[config.mk]
export PLATFORM = sky130hd
export DESIGN_NAME = alu_operand_sequencer_flat
export DESIGN_NICKNAME = d
export VERILOG_FILES = /design/src/rtl/alu_operand_sequencer_if.sv /design/src/rtl/alu_operand_sequencer.sv /design/src/flat_wrapper.sv
export SDC_FILE = /design/constraint.sdc
export NUM_CORES = 1
export LEC_CHECK = 0
export CORE_MARGIN = 5
export CORE_UTILIZATION = 40
export DETAILED_ROUTE_END_ITERATION = 6
export GPL_ROUTABILITY_DRIVEN = 1
export GPL_TIMING_DRIVEN = 0
export PLACE_DENSITY = 0.71
export SLEW_MARGIN = 20
export SYNTH_ARGS = -nofsm -noshare
export SYNTH_HDL_FRONTEND = slang
export SYNTH_SLANG_ARGS = --single-unit
[constraint.sdc]
create_clock -name clock -period 3.5 [get_ports clock]
set_clock_uncertainty 0.1 [all_clocks]
set_input_delay 0.7 -clock clock [delete_from_list [all_inputs] [get_ports clock]]
set_output_delay 0.7 -clock clock [all_outputs]
set_load 0.1 [all_outputs]
[src/rtl/alu_operand_sequencer_if.sv]
//------------------------------------------------------------------------------
// alu_operand_sequencer_if : request, RAM, ALU and PSW signals of the sequencer
// Rev 1.0
//------------------------------------------------------------------------------
`default_nettype none

interface alu_operand_sequencer_if;
   logic       req_valid;
   logic       req_ready;
   logic [2:0] req_alu_op;
   logic [1:0] req_mode;
   logic [7:0] req_operand;
   logic [1:0] rs;
   logic       acc_wr_en;
   logic [7:0] acc_wr_data;
   logic       ram_rd;
   logic [7:0] ram_addr;
   logic [7:0] ram_rdata;
   logic [2:0] alu_opcode;
   logic [7:0] alu_op1;
   logic [7:0] alu_op2;
   logic       alu_carry_in;
   logic [7:0] alu_result;
   logic       alu_cy;
   logic       alu_ac;
   logic       alu_ov;
   logic [7:0] acc_out;
   logic       psw_cy;
   logic       psw_ac;
   logic       psw_ov;
   logic       psw_p;
   logic       done;

   modport slave (
      input  req_valid, req_alu_op, req_mode, req_operand, rs,
      input  acc_wr_en, acc_wr_data, ram_rdata,
      input  alu_result, alu_cy, alu_ac, alu_ov,
      output req_ready, ram_rd, ram_addr,
      output alu_opcode, alu_op1, alu_op2, alu_carry_in,
      output acc_out, psw_cy, psw_ac, psw_ov, psw_p, done
   );

   modport master (
      output req_valid, req_alu_op, req_mode, req_operand, rs,
      output acc_wr_en, acc_wr_data, ram_rdata,
      output alu_result, alu_cy, alu_ac, alu_ov,
      input  req_ready, ram_rd, ram_addr,
      input  alu_opcode, alu_op1, alu_op2, alu_carry_in,
      input  acc_out, psw_cy, psw_ac, psw_ov, psw_p, done
   );
endinterface

`default_nettype wire

[src/rtl/alu_operand_sequencer.sv]
//------------------------------------------------------------------------------
// alu_operand_sequencer : fetches op2, drives the ALU, owns ACC and CY/AC/OV/P
// Rev 1.0
//------------------------------------------------------------------------------
`default_nettype none

module alu_operand_sequencer (
   input  wire logic               clock,
   input  wire logic               reset,
   alu_operand_sequencer_if.slave  bus
);

   typedef enum logic [2:0] {
      S_IDLE    = 3'd0,
      S_RD_PTR  = 3'd1,
      S_CAP_PTR = 3'd2,
      S_RD_OP   = 3'd3,
      S_CAP_OP  = 3'd4,
      S_EXEC    = 3'd5,
      S_DONE    = 3'd6
   } state_t;

   localparam logic [2:0] c_OP_ADD  = 3'b010;
   localparam logic [2:0] c_OP_ADDC = 3'b011;
   localparam logic [2:0] c_OP_SUBB = 3'b100;

   state_t     r_state;
   state_t     w_next;
   logic       w_ram_rd;
   logic       w_ready;
   logic       w_accept;
   logic       w_incdec;
   logic       w_arith;
   logic [7:0] w_req_addr;

   logic [2:0] r_op;
   logic [7:0] r_addr;
   logic [7:0] r_op2;
   logic [7:0] r_acc;
   logic       r_cy;
   logic       r_ac;
   logic       r_ov;
   logic [7:0] r_ram_addr_hold;
   logic [2:0] r_alu_opcode_hold;
   logic [7:0] r_alu_op1_hold;
   logic [7:0] r_alu_op2_hold;
   logic       r_alu_cin_hold;

   assign w_ready  = (r_state == S_IDLE) && !reset;
   assign w_accept = bus.req_valid && w_ready;
   assign w_incdec = (bus.req_alu_op[2:1] == 2'b00);
   assign w_arith  = (r_op == c_OP_ADD) || (r_op == c_OP_ADDC) || (r_op == c_OP_SUBB);

   // For @Ri this is the pointer register; it is replaced by the fetched pointer.
   always_comb begin
      w_req_addr = bus.req_operand;
      case (bus.req_mode)
         2'b10:   w_req_addr = {3'b000, bus.rs, bus.req_operand[2:0]};
         2'b11:   w_req_addr = {3'b000, bus.rs, 2'b00, bus.req_operand[0]};
         default: w_req_addr = bus.req_operand;
      endcase
   end

   always_ff @(posedge clock) begin
      if (reset) r_state <= S_IDLE;
      else       r_state <= w_next;
   end

   always_comb begin
      w_next   = r_state;
      w_ram_rd = 1'b0;
      case (r_state)
         S_IDLE: begin
            if (w_accept) begin
               if (w_incdec || bus.req_mode == 2'b00) w_next = S_EXEC;
               else if (bus.req_mode == 2'b11)        w_next = S_RD_PTR;
               else                                   w_next = S_RD_OP;
            end
         end
         S_RD_PTR: begin
            w_ram_rd = 1'b1;
            w_next   = S_CAP_PTR;
         end
         S_CAP_PTR: w_next = S_RD_OP;
         S_RD_OP: begin
            w_ram_rd = 1'b1;
            w_next   = S_CAP_OP;
         end
         S_CAP_OP:  w_next = S_EXEC;
         S_EXEC:    w_next = S_DONE;
         S_DONE:    w_next = S_IDLE;
         default:   w_next = S_IDLE;
      endcase
   end

   always_ff @(posedge clock) begin
      if (reset) begin
         r_op              <= 3'b000;
         r_addr            <= 8'h00;
         r_op2             <= 8'h00;
         r_acc             <= 8'h00;
         r_cy              <= 1'b0;
         r_ac              <= 1'b0;
         r_ov              <= 1'b0;
         r_ram_addr_hold   <= 8'h00;
         r_alu_opcode_hold <= 3'b000;
         r_alu_op1_hold    <= 8'h00;
         r_alu_op2_hold    <= 8'h00;
         r_alu_cin_hold    <= 1'b0;
      end else begin
         case (r_state)
            S_IDLE: begin
               if (bus.acc_wr_en) r_acc <= bus.acc_wr_data;
               if (w_accept) begin
                  r_op   <= bus.req_alu_op;
                  r_addr <= w_req_addr;
                  r_op2  <= bus.req_operand;
               end
            end
            S_RD_PTR:  r_ram_addr_hold <= r_addr;
            S_CAP_PTR: r_addr          <= bus.ram_rdata;
            S_RD_OP:   r_ram_addr_hold <= r_addr;
            S_CAP_OP:  r_op2           <= bus.ram_rdata;
            S_EXEC: begin
               r_acc             <= bus.alu_result;
               r_alu_opcode_hold <= r_op;
               r_alu_op1_hold    <= r_acc;
               r_alu_op2_hold    <= r_op2;
               r_alu_cin_hold    <= r_cy;
               if (w_arith) begin
                  r_cy <= bus.alu_cy;
                  r_ac <= bus.alu_ac;
                  r_ov <= bus.alu_ov;
               end
            end
            default: ;
         endcase
      end
   end

   // ALU and RAM address outputs are live only in their active states and hold otherwise.
   assign bus.req_ready    = w_ready;
   assign bus.ram_rd       = w_ram_rd;
   assign bus.ram_addr     = w_ram_rd ? r_addr : r_ram_addr_hold;
   assign bus.alu_opcode   = (r_state == S_EXEC) ? r_op  : r_alu_opcode_hold;
   assign bus.alu_op1      = (r_state == S_EXEC) ? r_acc : r_alu_op1_hold;
   assign bus.alu_op2      = (r_state == S_EXEC) ? r_op2 : r_alu_op2_hold;
   assign bus.alu_carry_in = (r_state == S_EXEC) ? r_cy  : r_alu_cin_hold;
   assign bus.acc_out      = r_acc;
   assign bus.psw_cy       = r_cy;
   assign bus.psw_ac       = r_ac;
   assign bus.psw_ov       = r_ov;
   assign bus.psw_p        = ^r_acc;
   assign bus.done         = (r_state == S_DONE);

endmodule

`default_nettype wire

[src/flat_wrapper.sv]
// flat-port wrapper written by rule: the top's interface ports become plain ports
module alu_operand_sequencer_flat 
  (clock, reset, bus_req_valid, bus_req_alu_op, bus_req_mode, bus_req_operand, bus_rs, bus_acc_wr_en, bus_acc_wr_data, bus_ram_rdata, bus_alu_result, bus_alu_cy, bus_alu_ac, bus_alu_ov, bus_req_ready, bus_ram_rd, bus_ram_addr, bus_alu_opcode, bus_alu_op1, bus_alu_op2, bus_alu_carry_in, bus_acc_out, bus_psw_cy, bus_psw_ac, bus_psw_ov, bus_psw_p, bus_done);
  alu_operand_sequencer_if bus_i ();
  input  wire logic clock;
  input  wire logic reset;
  input wire logic [$bits(bus_i.req_valid)-1:0] bus_req_valid;
  input wire logic [$bits(bus_i.req_alu_op)-1:0] bus_req_alu_op;
  input wire logic [$bits(bus_i.req_mode)-1:0] bus_req_mode;
  input wire logic [$bits(bus_i.req_operand)-1:0] bus_req_operand;
  input wire logic [$bits(bus_i.rs)-1:0] bus_rs;
  input wire logic [$bits(bus_i.acc_wr_en)-1:0] bus_acc_wr_en;
  input wire logic [$bits(bus_i.acc_wr_data)-1:0] bus_acc_wr_data;
  input wire logic [$bits(bus_i.ram_rdata)-1:0] bus_ram_rdata;
  input wire logic [$bits(bus_i.alu_result)-1:0] bus_alu_result;
  input wire logic [$bits(bus_i.alu_cy)-1:0] bus_alu_cy;
  input wire logic [$bits(bus_i.alu_ac)-1:0] bus_alu_ac;
  input wire logic [$bits(bus_i.alu_ov)-1:0] bus_alu_ov;
  output wire logic [$bits(bus_i.req_ready)-1:0] bus_req_ready;
  output wire logic [$bits(bus_i.ram_rd)-1:0] bus_ram_rd;
  output wire logic [$bits(bus_i.ram_addr)-1:0] bus_ram_addr;
  output wire logic [$bits(bus_i.alu_opcode)-1:0] bus_alu_opcode;
  output wire logic [$bits(bus_i.alu_op1)-1:0] bus_alu_op1;
  output wire logic [$bits(bus_i.alu_op2)-1:0] bus_alu_op2;
  output wire logic [$bits(bus_i.alu_carry_in)-1:0] bus_alu_carry_in;
  output wire logic [$bits(bus_i.acc_out)-1:0] bus_acc_out;
  output wire logic [$bits(bus_i.psw_cy)-1:0] bus_psw_cy;
  output wire logic [$bits(bus_i.psw_ac)-1:0] bus_psw_ac;
  output wire logic [$bits(bus_i.psw_ov)-1:0] bus_psw_ov;
  output wire logic [$bits(bus_i.psw_p)-1:0] bus_psw_p;
  output wire logic [$bits(bus_i.done)-1:0] bus_done;
  assign bus_i.req_valid = bus_req_valid;
  assign bus_i.req_alu_op = bus_req_alu_op;
  assign bus_i.req_mode = bus_req_mode;
  assign bus_i.req_operand = bus_req_operand;
  assign bus_i.rs = bus_rs;
  assign bus_i.acc_wr_en = bus_acc_wr_en;
  assign bus_i.acc_wr_data = bus_acc_wr_data;
  assign bus_i.ram_rdata = bus_ram_rdata;
  assign bus_i.alu_result = bus_alu_result;
  assign bus_i.alu_cy = bus_alu_cy;
  assign bus_i.alu_ac = bus_alu_ac;
  assign bus_i.alu_ov = bus_alu_ov;
  assign bus_req_ready = bus_i.req_ready;
  assign bus_ram_rd = bus_i.ram_rd;
  assign bus_ram_addr = bus_i.ram_addr;
  assign bus_alu_opcode = bus_i.alu_opcode;
  assign bus_alu_op1 = bus_i.alu_op1;
  assign bus_alu_op2 = bus_i.alu_op2;
  assign bus_alu_carry_in = bus_i.alu_carry_in;
  assign bus_acc_out = bus_i.acc_out;
  assign bus_psw_cy = bus_i.psw_cy;
  assign bus_psw_ac = bus_i.psw_ac;
  assign bus_psw_ov = bus_i.psw_ov;
  assign bus_psw_p = bus_i.psw_p;
  assign bus_done = bus_i.done;
  alu_operand_sequencer u_core (.clock(clock), .reset(reset), .bus(bus_i));
endmodule
Yosys cells after proc, flatten, opt, wreduce, memory -nomap -nowiden
Cells that the tools add are included.
{"block": "word_totals", "regBits": 61, "output_inout_bits": 43, "in_bits": 46}
{"block": "op_classes", "mux": 17, "eq_ne": 13, "reduce_logical": 19}
{"op": "one-hot mux 8 bit (2 select lines)", "n": 4}
{"op": "two-way mux 8 bit", "n": 6}
{"op": "one-hot mux 3 bit (6 select lines)", "n": 1}
{"op": "== test 3 x 2 -> 1 bit (second input constant)", "n": 4}
{"op": "== test 3 bit (second input constant)", "n": 4}
{"op": "AND reduction 2 bit", "n": 5}
{"op": "two-way mux 3 bit", "n": 3}
{"op": "XOR reduction 8 bit", "n": 1}
{"op": "nonzero test 2 bit", "n": 3}
{"op": "== test 2 bit (second input constant)", "n": 2}
{"op": "zero test 2 bit", "n": 2}
{"op": "== test 3 x 1 -> 1 bit (second input constant)", "n": 1}
{"op": "zero test 3 bit", "n": 1}
{"op": "logical OR 1 bit", "n": 3}
{"op": "logical AND 1 bit", "n": 2}
{"op": "two-way mux 1 bit", "n": 2}
{"op": "two-way mux 2 bit", "n": 1}
{"op": "inequality test 2 x 1 -> 1 bit (second input constant)", "n": 1}
{"op": "inequality test 2 bit (second input constant)", "n": 1}
{"op": "OR reduction 2 bit", "n": 1}
{"op": "zero test 1 bit", "n": 1}

Logic depth before layout (Yosys ltp)
{"block": "logic_depth", "ltp_word": 5, "mapped_depth": 7, "mapped_depth_nobuf": 4}

Worst setup path after synthesis
OpenSTA, ideal clock, no wires.
{"block": "synth_timing", "path_type": "register -> output", "from": "register u_core.r_acc[6] (netlist: u_core.bus.acc_out[6])", "to": "output port bus_psw_p", "t_arrival_ps": 2933, "slack_ps": -233, "stages_incl_launch_ff": 4, "path_cell_list": "dfxtp_1 -> xor2_1 -> xnor2_1 -> xnor2_1"}
{"block": "synth_between", "elab_chain_len": 1}
{"element": "start: declaration", "line_no": "alu_operand_sequencer.sv:39", "text": "logic [7:0] r_acc;"}
{"element": "start signal: assignment", "line_no": "alu_operand_sequencer.sv:113", "text": "if (bus.acc_wr_en) r_acc <= bus.acc_wr_data;"}
{"element": "start signal: assignment", "line_no": "alu_operand_sequencer.sv:125", "text": "r_acc <= bus.alu_result;"}
{"element": "XOR reduction 8 bit", "line_no": "alu_operand_sequencer.sv:153", "text": "assign bus.psw_p = ^r_acc;"}
{"element": "end: declaration", "line_no": "flat_wrapper.sv:30", "text": "output wire logic [$bits(bus_i.psw_p)-1:0] bus_psw_p;"}
Every way passes these cells.

Worst setup path in the final report
{"block": "layout_timing", "from": "register u_core.r_state[2]", "to": "output port bus_ram_rd"}
{"block": "layout_between", "elab_chain_len": 3}
{"element": "start: declaration", "line_no": "alu_operand_sequencer.sv:27", "text": "state_t r_state;"}
{"element": "start signal: assignment", "line_no": "alu_operand_sequencer.sv:66", "text": "else r_state <= w_next;"}
{"element": "== test 3 x 1 -> 1 bit / == test 3 x 2 -> 1 bit (equally long branches)", "line_no": "alu_operand_sequencer.sv:72", "text": "case (r_state)"}
{"element": "OR reduction 2 bit (no line) (*)"}
{"element": "two-way mux 1 bit (*)", "line_no": "alu_operand_sequencer.sv:72"}
{"element": "end: declaration", "line_no": "flat_wrapper.sv:20", "text": "output wire logic [$bits(bus_i.ram_rd)-1:0] bus_ram_rd;"}
Mark *: on every way between the ends. The rest lies on a longest branch, timed or not.

==> impl_metrics.ini <==
[sta]
drv_slew = 0
grt_setup_unrepaired = no
hold_viol = 0
fmax_mhz = 304
setup_viol = 0
slew_headroom = 0.321
fin_crit_sh = 0.939
min_period_ns = 3.29
worst_slack_ns = 0.213
hold-worst-slack_ns = 0.398
worst-slew-pin-transition_ns = 1.02
tns_ns = 0

[clock_tree]
cts_buffers = 9
cts_tree = built
postCtsSetupRepairBufs = 0
ctsHoldBuffers = 0
ctsRootBufferMaster = clkbuf_8
numClockSinks = 61
cts_max_level = 3
cts_buffer_depth = 2
clk_latency_ns = 0.34
path_clk_slew_ns = 0.07

[die]
fp.dieW_um = 92.5
core_um2 = 6720
die_area_um2 = 8560
initial_core_util = 0.406
dieHeight_um = 92.5
rows = 30
ioPinCount = 89

[layout]
final_util = 0.581
ff_latch_area_um2 = 1220
layoutNonFillerInstCount = 450
final_cell_area_um2 = 3900
multi_input_area_um2 = 1390
n_fill_cell = 626
drive_above_1_share = 0.181
syn_to_final_growth_pct = 43.2
nNetsFinal = 411
antenna_cells = 0

[critical_path]
r2r_slack_ns = 1.73
arrival_ns = 2.49
max_stage_delay_ns = 1.14
end_kind = output port
rr_endpoint = u_core.r_ram_addr_hold[2]
cp_max_fo = 10
crit_chain = buf_2 > inv_1 > nand2_1 > inv_1 > clkdlybuf4s50_1
cp_slowest_cell = clkdlybuf4s50_1
r2r-start = u_core.r_state[2]
crit_cells = 5
worstPathRequired_ns = 2.70
path_buf_inv = 4
crit_family = buffers and inverters
crit_start = u_core.r_state[2]
crit_path_start_kind = flop
cp_common_cell = inv_1
reg2reg_depth = 5
crit_type = flop to output port

[route]
ant_nets = 0
dr.pass1.iters = 4
wl_per_cell_um = 15.1
vias = 2276
drt_iter0_drc = 75
routed_via_density = 5.06
totalWireLength_um = 6800
post-route-drc-count = 0

[global_routing]
grtUsageMet2 = 0.240
grt_overflow = 0
grt_pass1_vias = 2262
grt_max_degree = 13
antenna_found_initial = 0
grt-busiest-layer = met2
grt_first_pass_wirelength_um = 10900
met1_usage = 0.204
grt_usage = 0.160
use_met3 = 0.0634

[power]
peakVddDrop_mv = 0.347
power_leakage_nw = 1.95
power.total_mw = 2.26
power_density_nw_per_um2 = 578

[synth]
syn_nets = 314
synth.distinct_cells = 38
async_reset_ff_frac = 0
syn-instance-count = 268
yosysWarningCount = 0
yosysSeqAreaShare = 0.448
synth_area_um2 = 2730
synth_top_flop_cell = dfxtp_1
yosysTopAreaCell = dfxtp_1
synth_edf_count = 0
yosys-top-cells-area = dfxtp_1 (45%), mux2_2 (12%), mux2i_1 (8.1%), nor2b_1 (7.3%), a211oi_1 (4.4%)
ys_ff_latch = 61
synth.avg_cell_area_um2 = 10.2
synth_top_area_share = 0.448

[hold_path]
min_path_type = flop to flop
holdPathStages = 2
holdCritStartpoint = u_core.bus.psw_ac
worstHoldEndpoint = u_core.bus.psw_ac

[placed_design]
numPortBuffers = 86
place_congestion = 0.768
dp_hpwl_um = 5070
placed_cells = 434
dpl-instance-area_um2 = 3690
place_ws_ns = -0.00805

[outcome]
status = completed

[job]
drv_cap = 0
flip-flops by register name (all words and copies together) (netlist names):
| name | cells |
|---|---|
| u_core.r_alu_opcode_hold | 3 |
| u_core.r_state | 3 |
| u_core.bus.psw_cy | 1 |
| u_core.r_ram_addr_hold | 8 |
| u_core.bus.psw_ov | 1 |
| u_core.bus.psw_ac | 1 |
| u_core.r_alu_op1_hold | 8 |
| u_core.r_alu_op2_hold | 8 |
| u_core.bus.acc_out | 8 |
| u_core.r_op | 3 |
| u_core.r_alu_cin_hold | 1 |
| u_core.r_addr | 8 |
| u_core.r_op2 | 8 |
cells in the final DEF (no fill, tap or decap), types with 2 or more instances in the layout:
| master | n |
|---|---|
| nand3_1 | 2 |
| dlygate4sd2_1 | 10 |
| nor2_1 | 25 |
| clkbuf_1 | 6 |
| xnor2_1 | 6 |
| a2111oi_0 | 3 |
| o21ai_0 | 5 |
| nor2b_1 | 32 |
| clkbuf_8 | 9 |
| dfxtp_1 | 61 |
| inv_1 | 3 |
| clkinv_2 | 3 |
| a211oi_2 | 2 |
| nand2b_1 | 5 |
| mux2_2 | 28 |
| a22oi_1 | 4 |
| a21oi_1 | 5 |
| nor3_1 | 3 |
| mux2i_1 | 22 |
| nand2_1 | 9 |
| a211oi_1 | 16 |
| clkdlybuf4s50_1 | 57 |
| clkinv_4 | 3 |
| dlymetal6s2s_1 | 19 |
| nor2_2 | 3 |
| buf_2 | 9 |
per-layer routing:
metal | up-vias | wire, um
li1 | 1131 | -
met1 | 1045 | 3140
met2 | 89 | 2870
met3 | 11 | 662
met4 | 0 | 129
met5 | - | 0
kinds of logic (layout without fill, tap and decap cells):
| group | count (synthesis) | count (layout) | synth area share |
|---|---|---|---|
| mux | 50 | 50 | 0.197 |
| compound gates | 41 | 41 | 0.111 |
| simple gates | 87 | 87 | 0.176 |
| xor+xnor | 8 | 8 | 0.0257 |
| flops | 61 | 61 | 0.448 |
| buf+inv | 21 | 123 | 0.0432 |
worst reg2reg max path, delay by kind of cell (launching register included):
family                 cells  cell delay (ns)
buffers and inverters      2             0.29
DFF                        1             0.36
muxes                      1             0.41
and+or+nand+nor            2             0.49
what timing repair did:
item                                    in CTS  in global routing
gates resized for setup                     10                 19
endpoints found under the setup margin      10                 19
pin swaps                                    0                  0
where the power goes:
part           internal (mW)  switching, mW  total, mW  leakage [nW]
logic                  0.294          0.613      0.907          1.36
registers              0.759         0.0450      0.804         0.497
clock network          0.258          0.287      0.546        0.0933
total                   1.31          0.945       2.26          1.95
worst max path at each step:
| stage | end |
|---|---|
| floorplan | bus_req_ready |
| global placement | bus_req_ready |
| detailed placement | bus_req_ready |
| CTS | bus_alu_op1[7] |
| global route | bus_ram_addr[2] |
| finish | bus_ram_rd |
final cells by class:
type	count	share of cell area
inverter	3	0.00289
sequential	61	0.313
buffer	18	0.0273
clock inverter	7	0.0128
tap	80	0.0256
clock buffer	9	0.0317
multi-input combinational	186	0.357
timing repair buffer	86	0.230
synthesized netlist by cell type (2+ instances only):
cell and number:
dfxtp_1 61, nor2b_1 32, mux2_2 28, nor2_1 25, mux2i_1 22, a211oi_1 16, buf_2 9, nand2_1 9
xnor2_1 7, clkbuf_1 6, a21oi_1 5, nand2b_1 5, o21ai_0 5, a22oi_1 4, a2111oi_0 3, inv_1 3
nor2_2 3, nor3_1 3, a211oi_2 2, nand3_1 2
Power figures use the tool's default switching activity.
